### src/rtl/clk_mask_ctrl_if.sv
// Request/grant and gating-status bundle between
// UART-domain requesters and the clock-mask controller.
interface clk_mask_ctrl_if #(
  parameter int NUM_REQ = 2
);
  logic [NUM_REQ-1:0] req_i;
  logic               force_on_i;
  logic [NUM_REQ-1:0] ack_o;
  logic               mask_o;
  logic [1:0]         state_o;
  logic [15:0]        gate_events_o;

  modport master (
    output req_i,
    output force_on_i,
    input  ack_o,
    input  mask_o,
    input  state_o,
    input  gate_events_o
  );

  modport slave (
    input  req_i,
    input  force_on_i,
    output ack_o,
    output mask_o,
    output state_o,
    output gate_events_o
  );
endinterface

### src/rtl/clk_mask_ctrl.sv
// Clock-gating controller for a shared UART clock domain:
// ungates on request, grants after wake-up, re-gates on idle.
module clk_mask_ctrl #(
  parameter int NUM_REQ     = 2,
  parameter int WAKE_CYCLES = 2,
  parameter int IDLE_CYCLES = 16,
  parameter int CNT_W       = 8
) (
  input  logic              clk_i,
  input  logic              rst_i,
  clk_mask_ctrl_if.slave    bus
);

  typedef enum logic [1:0] {
    GATED = 2'd0,
    WAKE  = 2'd1,
    RUN   = 2'd2,
    IDLE  = 2'd3
  } state_t;

  localparam logic [CNT_W-1:0] WAKE_END =
    CNT_W'(WAKE_CYCLES - 1);
  localparam logic [CNT_W-1:0] IDLE_END =
    CNT_W'(IDLE_CYCLES - 1);

  state_t             state;
  state_t             state_nx;
  logic [CNT_W-1:0]   cnt;
  logic [CNT_W-1:0]   cnt_nx;
  logic               ev_inc;
  logic               active;
  logic               mask_q;
  logic [NUM_REQ-1:0] ack_q;
  logic [15:0]        ev_q;

  assign active = (|bus.req_i) | bus.force_on_i;

  always_comb begin
    state_nx = state;
    cnt_nx   = cnt;
    ev_inc   = 1'b0;
    case (state)
      GATED: begin
        if (active) begin
          state_nx = WAKE;
          cnt_nx   = '0;
        end
      end
      // wake-up always completes, even if requests drop
      WAKE: begin
        if (cnt == WAKE_END) begin
          state_nx = RUN;
          cnt_nx   = '0;
        end else begin
          cnt_nx = cnt + 1'b1;
        end
      end
      RUN: begin
        if (!active) begin
          state_nx = IDLE;
          cnt_nx   = '0;
        end
      end
      IDLE: begin
        if (active) begin
          state_nx = RUN;
          cnt_nx   = '0;
        end else if (cnt == IDLE_END) begin
          state_nx = GATED;
          cnt_nx   = '0;
          ev_inc   = 1'b1;
        end else begin
          cnt_nx = cnt + 1'b1;
        end
      end
      default: begin
        state_nx = GATED;
        cnt_nx   = '0;
      end
    endcase
  end

  always_ff @(posedge clk_i or posedge rst_i) begin
    if (rst_i) begin
      state  <= GATED;
      cnt    <= '0;
      mask_q <= 1'b1;
      ack_q  <= '0;
      ev_q   <= '0;
    end else begin
      state  <= state_nx;
      cnt    <= cnt_nx;
      mask_q <= (state_nx == GATED);
      ack_q  <= bus.req_i &
                {NUM_REQ{state_nx == RUN}};
      if (ev_inc && (ev_q != 16'hFFFF))
        ev_q <= ev_q + 16'd1;
    end
  end

  assign bus.mask_o        = mask_q;
  assign bus.ack_o         = ack_q;
  assign bus.state_o       = state;
  assign bus.gate_events_o = ev_q;

endmodule
### src/flat_wrapper.sv
// flat-port wrapper written by rule: the top's interface ports become plain ports
module clk_mask_ctrl_flat 
#(
  parameter int NUM_REQ     = 2,
  parameter int WAKE_CYCLES = 2,
  parameter int IDLE_CYCLES = 16,
  parameter int CNT_W       = 8
)
  (clk_i, rst_i, bus_req_i, bus_force_on_i, bus_ack_o, bus_mask_o, bus_state_o, bus_gate_events_o);
  clk_mask_ctrl_if #(.NUM_REQ(NUM_REQ)) bus_i ();
  input  logic clk_i;
  input  logic rst_i;
  input wire logic [$bits(bus_i.req_i)-1:0] bus_req_i;
  input wire logic [$bits(bus_i.force_on_i)-1:0] bus_force_on_i;
  output wire logic [$bits(bus_i.ack_o)-1:0] bus_ack_o;
  output wire logic [$bits(bus_i.mask_o)-1:0] bus_mask_o;
  output wire logic [$bits(bus_i.state_o)-1:0] bus_state_o;
  output wire logic [$bits(bus_i.gate_events_o)-1:0] bus_gate_events_o;
  assign bus_i.req_i = bus_req_i;
  assign bus_i.force_on_i = bus_force_on_i;
  assign bus_ack_o = bus_i.ack_o;
  assign bus_mask_o = bus_i.mask_o;
  assign bus_state_o = bus_i.state_o;
  assign bus_gate_events_o = bus_i.gate_events_o;
  clk_mask_ctrl #(.NUM_REQ(NUM_REQ), .WAKE_CYCLES(WAKE_CYCLES), .IDLE_CYCLES(IDLE_CYCLES), .CNT_W(CNT_W)) u_core (.clk_i(clk_i), .rst_i(rst_i), .bus(bus_i));
endmodule
### config.mk
export PLATFORM = sky130hd
export DESIGN_NAME = clk_mask_ctrl_flat
export DESIGN_NICKNAME = d
export VERILOG_FILES = /design/src/rtl/clk_mask_ctrl_if.sv /design/src/rtl/clk_mask_ctrl.sv /design/src/flat_wrapper.sv
export SDC_FILE = /design/constraint.sdc
export NUM_CORES = 1
export LEC_CHECK = 0
export BUFFER_PORTS_ARGS = -buffer_cell sky130_fd_sc_hd__buf_2
export CAP_MARGIN = 10
export CORE_ASPECT_RATIO = 1.75
export CORE_MARGIN = 2
export CORE_UTILIZATION = 49
export DETAILED_ROUTE_END_ITERATION = 10
export MAX_ROUTING_LAYER = met4
export PLACE_DENSITY = 0.74
export RECOVER_POWER = 100
export SLEW_MARGIN = 20
export SYNTH_ARGS = -nofsm -noshare
export SYNTH_HDL_FRONTEND = slang
export SYNTH_SLANG_ARGS = --single-unit
### constraint.sdc
create_clock -name clk_i -period 2.15 [get_ports clk_i]
set_input_delay 0.1075 -clock clk_i [delete_from_list [all_inputs] [get_ports clk_i]]
set_output_delay 0.1075 -clock clk_i [all_outputs]
set_load 0.02 [all_outputs]
==> run summary <==
filler instances: 254
largest net degree at the start of global routing: 30
CTS tree: done
DRC viols: 0
RePlAce Congestion: 0.862
I/O pin count: 26
standby leakage power: 0.890 nW
Sw Share: 21.9%
Post-synth top flop: dfrtp_1
Total Neg Setup Slack: 0 ns
endpoint kind of the worst setup timing path: flip-flop
run status: finished clean
register bit total from synthesis: 29
total die area: 0.00356 sq mm
startpoint type of the worst setup path: flip-flop
cell type of the slowest stage on the worst timing path: or4_4
Mapped Nets: 147
routed vias: 1213
classification of the worst setup path: flip-flop to flip-flop
number of vias per cell: 5.86
clock-pin slew on the worst setup and hold paths: 0.06 ns
final setup slack of the worst path: 0.109 ns
first-pass iteration count of the detailed router: 4
H-tree level count: 2
setup repair bufs after CTS: 0
Logic pwr share: 4.9%
power density relative to cell area: 611 mW/mm^2
YS warnings: 0
synthesis-to-finish area growth: 19.5%
final hold vios: 0
sequential-to-total area share from yosys stat: 48.1%
Post-Synthesis Mean Instance Area: 10.9 sq um
highest ir drop seen on vdd: 0.566 mV
CP Data Required Time: 2.35 ns
Initial Util: 51.6%
async set-reset flop share out of synthesis: 100%
count of flip-flops with a built-in enable after synthesis: 0
maximum clock insertion buffer count: 2
Final HPWL DP: 2380 microns
CP arrival: 2.24 ns
fraction of power consumed by sequential logic: 50.5%
cell type with the largest total area after synthesis: dfrtp_1
post-route ant nets: 0
number of global-route vias before repair: 1266
unrepaired setup endpoints after global routing: false
hold crit path type: input pin to flip-flop
routed wire length: 3190 microns
Clock Skews: 0.00524 ns
global-route wire length before repair: 5580 microns
number of max-cap violations: 0
CP Max Fanout: 6
net switching power figure: 0.242 mW
post-synthesis instance area: 0.00151 sq mm
IO buf count: 25
layout cells sized above 1: 19.6%
number of placement rows: 26
Clock Latency Late Sink: 0.28 ns
antenna violations before repair: 0
Synth Instances: 139
number of distinct standard cells referenced by the synthesized netlist: 39
achievable frequency: 490 MHz
fraction of synthesized cell area taken by the top area cell type: 46.4%
max-slew violation count: 0
horizontal die dimension: 46.0 microns
layout net count: 186
post-route design area: 0.00181 sq mm
top cells by area in the synthesized netlist: dfrtp_1, xor2_1, nor4_4
diode insertion count for antenna repair: 0
core footprint: 0.00293 sq mm
setup-violating endpoint count in the final report: 0
global-route congestion overflow total: 0
Clock Tree Root: clkbuf_8
internal portion of total power: 0.861 mW
area after detailed placement: 0.00172 sq mm
post-route clock period utilization: 94.9%
final critical-path required period: 2.04 ns
Sink Count: 29
wire per inst: 15.4 microns
worst rel slew slack: 52.5%
clock buffer count from CTS: 5
worst slack at placement: 0.0194 ns
Slew @ Worst Pin: 0.713 ns
first-iteration detailed-routing DRC count: 37
largest stage delay on the critical path: 0.58 ns
clock network fraction of total power: 44.7%
floorplan die height: 77.5 microns
critical path buffer and inverter count: 1
tightest hold margin: 0.114 ns
Critical Path, Cell by Cell: or4_4 > nor4_4 > buf_6 > and2_2 > and3_1 > xor2_1
cell family with the largest share of critical-path delay: simple AND/OR/NAND/NOR gates
GRT Util Overall: 21.9%
-- power groups by stage --
stage / combinational (mW) / sequential [mW] / clock, mW
final: 0.0539 / 0.556 / 0.492
after floorplan: 0.0321 / 0.568 / 0
after global routing: 0.0613 / 0.557 / 0.528
after global placement: 0.0530 / 0.565 / 0
after detailed placement: 0.0549 / 0.566 / 0
after CTS: 0.0565 / 0.556 / 0.505
-- logic make-up (layout without fill, tap and decap cells) --
family | after synthesis | in the layout | share of synthesized area [%]
AOI/OAI and AO/OA | 21 | 21 | 9.27
xor gates and xnor gates | 14 | 14 | 8.11
adders and majority gates | 3 | 3 | 2.48
buffers and inverters | 7 | 47 | 1.90
DFF | 29 | 29 | 48.1
muxes | 3 | 3 | 2.23
and+or+nand+nor | 62 | 62 | 27.9
-- cell type report --
class | count | area, sq um | area share [%]
tap | 28 | 35.0 | 1.94
clock inverter | 1 | 5.00 | 0.277
multi-input combinational | 103 | 753 | 41.7
inverter | 5 | 18.8 | 1.04
clock buffer | 7 | 96.3 | 5.34
timing repair buffer | 34 | 170 | 9.42
sequential | 29 | 727 | 40.3
-- metal layers --
layer	up-vias	global-route usage [%]	part of all wire (%)
li1	579	-	-
met1	597	22.6	37
met2	31	35.8	57
met3	6	6.05	4.1
met4	0	11.4	1.6
met5	-	-	0
-- metrics by stage --
stage | cells | total power [mW] | util, %
5_1_grt | 207 | 1.15 | 61.7
4_1_cts | 207 | 1.12 | 62.6
2_1_floorplan | 139 | 0.600 | -
6_report | 207 | 1.10 | 61.7
3_5_place_dp | 198 | 0.621 | 58.8
3_3_place_gp | 198 | 0.618 | 58.8
-- worst reg2reg max path: cells and delay by family, from the launching register on --
| family | cells | cell delay [ns] |
|---|---|---|
| flip-flops | 1 | 0.43 |
| XOR/XNOR | 1 | 0.15 |
| AND/OR/NAND/NOR | 4 | 1.21 |
| buffers and inverters | 1 | 0.17 |
-- synth_stat cells, drive strengths merged (2+ instances only) --
cell    instances
nor3            8
nand2b          2
nor2            5
mux2            3
nor3b           2
nor2b           3
nand4           5
o22ai           2
a21o            4
dfrtp          28
and2            2
nor4            3
o21ai           6
ha              3
nand3          11
xnor2           6
inv             5
and3            5
a21oi           3
or4             3
nand2          11
xor2            8
-- sequential cells by signal, indices dropped and copies added (netlist names) --
register                  flops
u_core.bus.state_o            2
u_core.bus.mask_o             1
u_core.bus.gate_events_o     16
u_core.cnt                    8
u_core.bus.ack_o              2
-- what timing repair did --
item,4_1_cts,5_1_grt
hold buffers,1,0
endpoints found under the hold margin,28,0
gates resized for setup,0,4
endpoints found under the setup margin,0,6
-- placed cells by master (no fill, tap or decap), types with 2 or more instances in the layout --
master    instances
dfrtp_1          28
ha_1              3
nor3_1            8
buf_4             5
buf_2             4
nor2_1            5
nor4_4            3
mux2_2            3
inv_1             5
clkbuf_8          7
o22ai_1           2
and3_1            5
xnor2_1           6
nand3_1          10
clkbuf_1         21
xor2_1            8
o21ai_0           6
nand2_1          10
nand4_1           5
a21o_1            4
nor2b_1           3
nor3b_1           2
a21oi_1           3
nand2b_1          2
-- path summary, 6_finish.rpt --
path | startpoint | to | slack, ns | cells past startpoint
max | u_core.cnt[4] | u_core.bus.gate_events_o[11] | 0.11 | 6
min | bus_req_i[1] | u_core.bus.ack_o[1] | 0.11 | 2
max reg2reg | u_core.cnt[4] | u_core.bus.gate_events_o[11] | 0.11 | 6
min reg2reg | u_core.bus.gate_events_o[10] | u_core.bus.gate_events_o[10] | 0.50 | 1
max in group asynchronous | rst_i | u_core.bus.gate_events_o[15] | 1.13 | 4
min in group asynchronous | rst_i | u_core.bus.gate_events_o[8] | 0.56 | 4
Power figures use the tool's default switching activity.
